===== config.mk =====
export PLATFORM = sky130hd
export DESIGN_NAME = uart_loader
export DESIGN_NICKNAME = d
export VERILOG_FILES = /design/src/rtl/uart_loader.sv
export SDC_FILE = /design/constraint.sdc
export NUM_CORES = 1
export LEC_CHECK = 0
export ABC_AREA = 1
export BUFFER_PORTS_ARGS = -buffer_cell sky130_fd_sc_hd__clkbuf_2
export CAP_MARGIN = 20
export CORE_AREA = 3 3 61 86
export CTS_CLUSTER_DIAMETER = 40
export DETAILED_ROUTE_END_ITERATION = 8
export DIE_AREA = 0 0 64 89
export PLACE_DENSITY = 0.82
export SLEW_MARGIN = 15
export SYNTH_ARGS = -nofsm -noshare
export SYNTH_HDL_FRONTEND = slang
export SYNTH_SLANG_ARGS = --single-unit

===== constraint.sdc =====
create_clock -name clk -period 2.8 [get_ports clk]
set_clock_uncertainty 0.1 [all_clocks]
set_input_delay 0 -clock clk [delete_from_list [all_inputs] [get_ports clk]]
set_output_delay 0 -clock clk [all_outputs]
set_load 0.02 [all_outputs]

===== src/rtl/uart_loader.sv =====
`default_nettype none
// ---- uart_loader : UART 8N1 receiver feeding a length-prefixed program image into RAM -------
// ---- optional trailing checksum byte: UART_LOADER_CHECKSUM_EN            | rev 1.0 ---------
module uart_loader #(
  parameter int CLKS_PER_BIT = 104,
  parameter int ADDR_W       = 8
) (
  input  logic              clk,
  input  logic              reset,
  input  logic              rx,
  output logic              wr_enable,
  output logic [ADDR_W-1:0] addr_bus,
  output logic [7:0]        wdata,
  output logic              cpu_run,
  output logic              busy,
  output logic              error,
  output logic [7:0]        byte_count
);

  localparam int            CW        = $clog2(CLKS_PER_BIT);
  localparam logic [CW-1:0] HALF_LAST = CW'(CLKS_PER_BIT / 2 - 1);
  localparam logic [CW-1:0] BIT_LAST  = CW'(CLKS_PER_BIT - 1);

  typedef enum logic [1:0] {RX_IDLE, RX_START, RX_DATA, RX_STOP} rx_state_t;
`ifdef UART_LOADER_CHECKSUM_EN
  typedef enum logic [2:0] {L_LEN, L_DATA, L_SUM, L_DONE, L_ERR} ld_state_t;
`else
  typedef enum logic [2:0] {L_LEN, L_DATA, L_DONE, L_ERR} ld_state_t;
`endif

  rx_state_t     r_rx_state, w_rx_next;
  ld_state_t     r_l_state, w_l_next;
  logic          r_rx_meta, r_rx_sync;
  logic [CW-1:0] r_clk_cnt;
  logic [2:0]    r_bit_idx;
  logic [7:0]    r_shift;
  logic          r_rx_valid, r_rx_ferr;
  logic          w_tick;
  logic          r_wr_enable;
  logic [ADDR_W-1:0] r_addr;
  logic [7:0]    r_wdata, r_byte_count;
  logic [8:0]    r_remaining;
  logic          w_latch_len, w_do_write;
`ifdef UART_LOADER_CHECKSUM_EN
  logic [7:0]    r_sum;
`endif

  // w_tick marks the sample point of the current bit phase
  always_comb begin
    w_rx_next = r_rx_state;
    w_tick    = 1'b0;
    case (r_rx_state)
      RX_IDLE:  if (!r_rx_sync) w_rx_next = RX_START;
      RX_START: if (r_clk_cnt == HALF_LAST) begin
        w_tick    = 1'b1;
        w_rx_next = r_rx_sync ? RX_IDLE : RX_DATA;
      end
      RX_DATA:  if (r_clk_cnt == BIT_LAST) begin
        w_tick = 1'b1;
        if (r_bit_idx == 3'd7) w_rx_next = RX_STOP;
      end
      RX_STOP:  if (r_clk_cnt == BIT_LAST) begin
        w_tick    = 1'b1;
        w_rx_next = RX_IDLE;
      end
      default:  w_rx_next = RX_IDLE;
    endcase
  end

  always_ff @(posedge clk or posedge reset) begin
    if (reset) r_rx_state <= RX_IDLE;
    else       r_rx_state <= w_rx_next;
  end

  always_ff @(posedge clk or posedge reset) begin
    if (reset) begin
      r_rx_meta  <= 1'b1;
      r_rx_sync  <= 1'b1;
      r_clk_cnt  <= '0;
      r_bit_idx  <= '0;
      r_shift    <= '0;
      r_rx_valid <= 1'b0;
      r_rx_ferr  <= 1'b0;
    end else begin
      r_rx_meta  <= rx;
      r_rx_sync  <= r_rx_meta;
      r_rx_valid <= 1'b0;
      r_rx_ferr  <= 1'b0;
      if (w_tick || r_rx_state == RX_IDLE) r_clk_cnt <= '0;
      else                                 r_clk_cnt <= r_clk_cnt + CW'(1);
      if (r_rx_state == RX_START) r_bit_idx <= '0;
      if (r_rx_state == RX_DATA && w_tick) begin
        r_shift   <= {r_rx_sync, r_shift[7:1]};
        r_bit_idx <= r_bit_idx + 3'd1;
      end
      if (r_rx_state == RX_STOP && w_tick) begin
        r_rx_valid <= r_rx_sync;
        r_rx_ferr  <= !r_rx_sync;
      end
    end
  end

  // Completion is checked the cycle the last write strobe is high, so cpu_run follows it.
  always_comb begin
    w_l_next    = r_l_state;
    w_latch_len = 1'b0;
    w_do_write  = 1'b0;
    case (r_l_state)
      L_LEN: begin
        if (r_rx_ferr) w_l_next = L_ERR;
        else if (r_rx_valid) begin
          w_latch_len = 1'b1;
          w_l_next    = L_DATA;
        end
      end
      L_DATA: begin
        if (r_wr_enable && r_remaining == 9'd0) begin
`ifdef UART_LOADER_CHECKSUM_EN
          w_l_next = L_SUM;
`else
          w_l_next = L_DONE;
`endif
        end else if (r_rx_ferr) w_l_next = L_ERR;
        else if (r_rx_valid) w_do_write = 1'b1;
      end
`ifdef UART_LOADER_CHECKSUM_EN
      L_SUM: begin
        if (r_rx_ferr) w_l_next = L_ERR;
        else if (r_rx_valid) w_l_next = (r_shift == r_sum) ? L_DONE : L_ERR;
      end
`endif
      default: w_l_next = r_l_state;
    endcase
  end

  always_ff @(posedge clk or posedge reset) begin
    if (reset) r_l_state <= L_LEN;
    else       r_l_state <= w_l_next;
  end

  always_ff @(posedge clk or posedge reset) begin
    if (reset) begin
      r_wr_enable  <= 1'b0;
      r_addr       <= '0;
      r_wdata      <= '0;
      r_byte_count <= '0;
      r_remaining  <= '0;
`ifdef UART_LOADER_CHECKSUM_EN
      r_sum        <= '0;
`endif
    end else begin
      r_wr_enable <= 1'b0;
      if (w_latch_len) r_remaining <= (r_shift == 8'd0) ? 9'd256 : {1'b0, r_shift};
      if (w_do_write) begin
        r_wr_enable  <= 1'b1;
        r_addr       <= ADDR_W'(r_byte_count);
        r_wdata      <= r_shift;
        r_byte_count <= r_byte_count + 8'd1;
        r_remaining  <= r_remaining - 9'd1;
`ifdef UART_LOADER_CHECKSUM_EN
        r_sum        <= r_sum + r_shift;
`endif
      end
    end
  end

  assign wr_enable  = r_wr_enable;
  assign addr_bus   = r_addr;
  assign wdata      = r_wdata;
  assign byte_count = r_byte_count;
  assign cpu_run    = (r_l_state == L_DONE);
  assign error      = (r_l_state == L_ERR);
`ifdef UART_LOADER_CHECKSUM_EN
  assign busy       = (r_l_state == L_DATA) || (r_l_state == L_SUM);
`else
  assign busy       = (r_l_state == L_DATA);
`endif

endmodule
`default_nettype wire


-- Word level (Yosys, flattened, before mapping)
Index checks and enable logic that the tools add are counted.
- $add $sub $neg: 4
- $mul: 0
- divide/modulo/power cells: 0
- order comparisons: 0
- equality and inequality tests: 16
- shifts and indexed selects: 0
- mux-type cells: 29
- bitwise operators: 0
- reductions and logical operators: 15
- operators by type and width (operator ; number):
    9-bit 2-to-1 mux ; 3
    3-bit 2-to-1 mux ; 6
    2-bit 2-to-1 mux ; 6
    1-bit 2-to-1 mux ; 10
    2-bit != test (second input constant) ; 5
    9-bit zero test ; 1
    9-bit by 1-bit subtractor with 9-bit output (second input constant) ; 1
    8-bit by 1-bit adder with 8-bit output (second input constant) ; 1
    8-bit zero test ; 1
    2-bit case mux with 4 select lines ; 1
    7-bit by 1-bit adder with 7-bit output (second input constant) ; 1
    7-bit by 6-bit equality test with 1-bit output (second input constant) ; 1
    7-bit equality test (second input constant) ; 1
    7-bit 2-to-1 mux ; 1
    3-bit by 2-bit equality test with 1-bit output (second input constant) ; 2
    3-bit case mux with 2 select lines ; 1
    2-bit nonzero test ; 3
    5-bit AND reduction ; 1
    2-bit equality test (second input constant) ; 2
    3-bit by 1-bit adder with 3-bit output (second input constant) ; 1
    3-bit by 1-bit equality test with 1-bit output (second input constant) ; 1
    3-bit equality test (second input constant) ; 1
    1-bit logical AND ; 3
    3-bit zero test ; 1
    9 further kinds ; 9
- register bits: 61
- bits in latches: 0
- bits in writable memories: 0
- bits in read-only memories: 0
- output and inout bits: 28
- logic and storage cells: 78
- memories kept: 0

-- Longest topological paths before layout
- word-level depth: 5
- gate-level depth with buffers: 10

-- Worst setup path before layout
OpenSTA, ideal clock, no wires.
- path type: register to register
- start: register r_remaining[0]
- end: register r_remaining[8]
- data arrival time: 1.413 ns
- data required time: 2.575 ns
- slack: 1.162 ns
- stages on the path, launching flop included: 11
- buffers on the path: 1
- clock period less this slack: 1.638 ns
- cell sequence: dfrtp_1 inv_1 ha_1 nand2_2 nor2_4 nand3_4 nand3_4 inv_2 buf_2 nand2_1 nand3_1
- longest elaborated chain between the ends: 5
- elaborated cells between the ends (all ways): 7
- those cells by class: 1 x add/sub; 3 x mux; 3 x reduce/logical
- ends and longest elaborated chain (what ; RTL line ; source):
    start: declaration ; 42 ; logic [8:0] r_remaining;
    start signal: assignment ; 153 ; if (w_latch_len) r_remaining <= (r_shift == 8'd0) ? 9'd256 : {1'b0, r_shift};
    start signal: assignment ; 159 ; r_remaining <= r_remaining - 9'd1;
    9-bit zero test (*) ; 117 ; if (r_wr_enable && r_remaining == 9'd0) begin
    1-bit logical AND (*) ; 117 ;
    1-bit 2-to-1 mux (*) ; 117 ;
    1-bit 2-to-1 mux (*) ; 108 ; case (r_l_state)
    named net w_do_write ; 43 ; logic w_latch_len, w_do_write;
    9-bit 2-to-1 mux or 2-bit nonzero test (tied branches) ; -- ;
Mark *: on every way through the listed nets, which the timed path passes. The rest lies on a longest branch.
A chain may end at the register's enable or synchronous reset.

-- Worst setup path in the final report
- start: register r_remaining[0]
- end: register r_byte_count[5], in the netlist byte_count[5]
- longest elaborated chain between the ends: 4
- ends and longest elaborated chain (what ; RTL line ; source):
    9-bit zero test ; 117 ;
    1-bit logical AND ; 117 ;
    1-bit 2-to-1 mux ; 117 ;
    1-bit 2-to-1 mux ; 108 ;
    end signal: assignment ; 158 ; r_byte_count <= r_byte_count + 8'd1;
    end: declaration ; 41 ; logic [7:0] r_wdata, r_byte_count;
No other way between the ends.

==> reports/results.txt <==
Mapped Nets = 337
top cells by area, synth = dfrtp_1, nand2_1, inv_1
CTS tree = yes
clk_lat worst skew = 0.33 ns
Seq/Total Area, Yosys = 53.4%
DP Area = 2980 um^2
CP Max Fanout = 57
die width = 64 um
status = complete, no violations
Worst Setup End Kind = register
final hold vios = 0
Area Overhead vs Synth = 13.0%
initial antenna violation count = 0
Top Ports = 31
Yosys Warn Count = 0
Final Instance Count excl. Fillers = 431
fin worst setup slack = 0.601 ns
Async SR Flop Fraction = 100%
initial core utilization = 62.2%
Total Neg Setup Slack = 0 ns
minimum clock period = 2.20 ns
HP Class = input port to async pin
Routed Antenna Nets = 0
f_max = 455 MHz
Leak Pwr = 1.65 nW
worst vdd ir = 0.413 mV
Post-CTS Hold Buffers = 2
WS Path Type = register to register
Die Ht = 89 um
Design Power = 1.63 mW
synthesized flop and latch total = 60
Inserted Clock Buffers = 9
largest net degree at the start of global routing = 58
Max-cap violations = 0
share of the synthesized area in the top cell type = 51.5%
Largest stage delay, worst path = 0.42 ns
GRT overflow = 0
GR Util All Layers = 22.8%
Site Rows = 29
layout net count = 372
Distinct cells, synth = 29
ANT cells = 0
unrepaired setup endpoints after global routing = no
# setup viols final = 0
Post-synth top cells = nand2_1, dfrtp_1, inv_1
post-CTS setup repair buffer count = 0
Syn Inst Count = 329
DRT Pass-1 Iters = 4
syn_area_per_cell = 8.57 um^2
worst reg-to-reg path cell count = 10
critical path arrival = 2.33 ns
drt total wl = 5.45 mm
DP HPWL = 3.88 mm
fillers = 353
Clock Pin Slew Worst Setup and Hold Paths = 0.06 ns
dpl ws = 0.631 ns
first-pass GRT wire length = 9.87 mm
number of synthesized flops with an enable pin = 0
share of layout cells above drive strength 1 = 14.9%
Synth Cell Area = 2820 um^2
drt wl/cell = 12.6 um
slowest stage cell on the critical path = nand3_4
Max Slew Vio Count = 0
cts repair resizes = 0
ys flop type = dfrtp_1
most common cell in the synthesized netlist = nand2_1
Finished Core Util = 70.3%
PortBufs = 30
placed cells = 413
leading area contributor after synthesis = dfrtp_1
Max Root-Sink Buffers = 2
total clock sinks = 60
most frequent CP cell = nand2_1
Slew @ Worst Pin = 0.662 ns
Iter 0 DRT Violations = 178
Worst setup SP type = register
drt drc = 0
Placeable Area = 4540 um^2
Slew Limit Headroom = 55.8%
vias in the first global route = 2,217
WHS = 0.196 ns
H-Tree Depth = 3
fin area = 3190 um^2
Worst EP required = 2.93 ns
Root Driver = clkbuf_8
drt via density = 5.10
Pwr per Cell Area = 511 nW/um^2
die area = 5700 um^2
placer congestion estimate = 0.892
crit share post-route = 78.5%
CP Cell Sequence = inv_1 > ha_1 > nand2_2 > nor2_4 > nand3_4 > nand3_4 > inv_2 > nand2_1 > nand2_1 > nand2_1
Via Count = 2,200
-- critical path: cells and delay by family, from the launching register on --
kind                       cells  cell delay (ns)
buffers and inverters          2             0.45
DFF                            1             0.35
adders and majority gates      1             0.25
and+or+nand+nor                7             0.90
-- layout by cell type, fill, tap and decap left out, types with 8 or more instances in the layout --
cell type   n
nand2_1    87
dfrtp_1    58
inv_1      40
o21ai_0    30
clkbuf_2   30
nor2_1     29
nand3_1    22
o21ai_1     9
clkbuf_8    9
xor2_1      8
-- flip-flops by register name, summed over array words and instances (netlist names), named ones only --
register,count
r_bit_idx,3
r_l_state,2
r_rx_state,1
r_clk_cnt,7
r_shift,8
r_rx_valid,1
r_rx_ferr,1
wdata,8
byte_count,8
addr_bus,8
r_rx_sync,1
r_remaining,9
r_rx_meta,1
wr_enable,1
-- layout make-up --
cell class	count	area, um^2	share of cell area, %
tap	62	77.6	2.43
clock inverter	4	50.0	1.57
sequential	60	1500	47.2
multi-input combinational	217	1080	33.8
inverter	42	158	4.95
clock buffer	12	135	4.24
timing repair buffer	34	185	5.81
-- worst paths after layout --
path	from	to	slack, ns
max	r_remaining[0]	byte_count[5]	0.60
min	reset	addr_bus[0]	0.20
max reg2reg	r_remaining[0]	byte_count[5]	0.60
min reg2reg	r_rx_meta	r_rx_sync	0.26
max in group asynchronous	reset	r_rx_sync	1.70
min in group clk	rx	r_rx_meta	0.20
-- metal layers --
metal / part of all wire, % / vias to the layer above / global-route usage (%) / wire, um
li1: - / 1112 / - / -
met1: 40 / 1018 / 24.6 / 2190
met2: 52 / 52 / 39.9 / 2830
met3: 4.4 / 18 / 7.30 / 242
met4: 3.4 / 0 / 12.0 / 186
met5: 0 / - / 0 / 0
-- cells by family after synthesis --
family / after synthesis / share of synthesized area, %
buffers and inverters: 52 / 8.43
XOR/XNOR: 13 / 4.04
AND/OR/NAND/NOR: 155 / 23.9
adder cells (fa/ha/maj): 5 / 2.22
flip-flops: 60 / 53.4
AO/OA/AOI/OAI: 44 / 8.03
-- where the power goes --
part	switching [mW]	internal, mW
combinational	0.0175	0.00499
clock	0.325	0.410
sequential	0.00102	0.870
total	0.344	1.28
No activity file was read; power rests on OpenSTA's default activity.
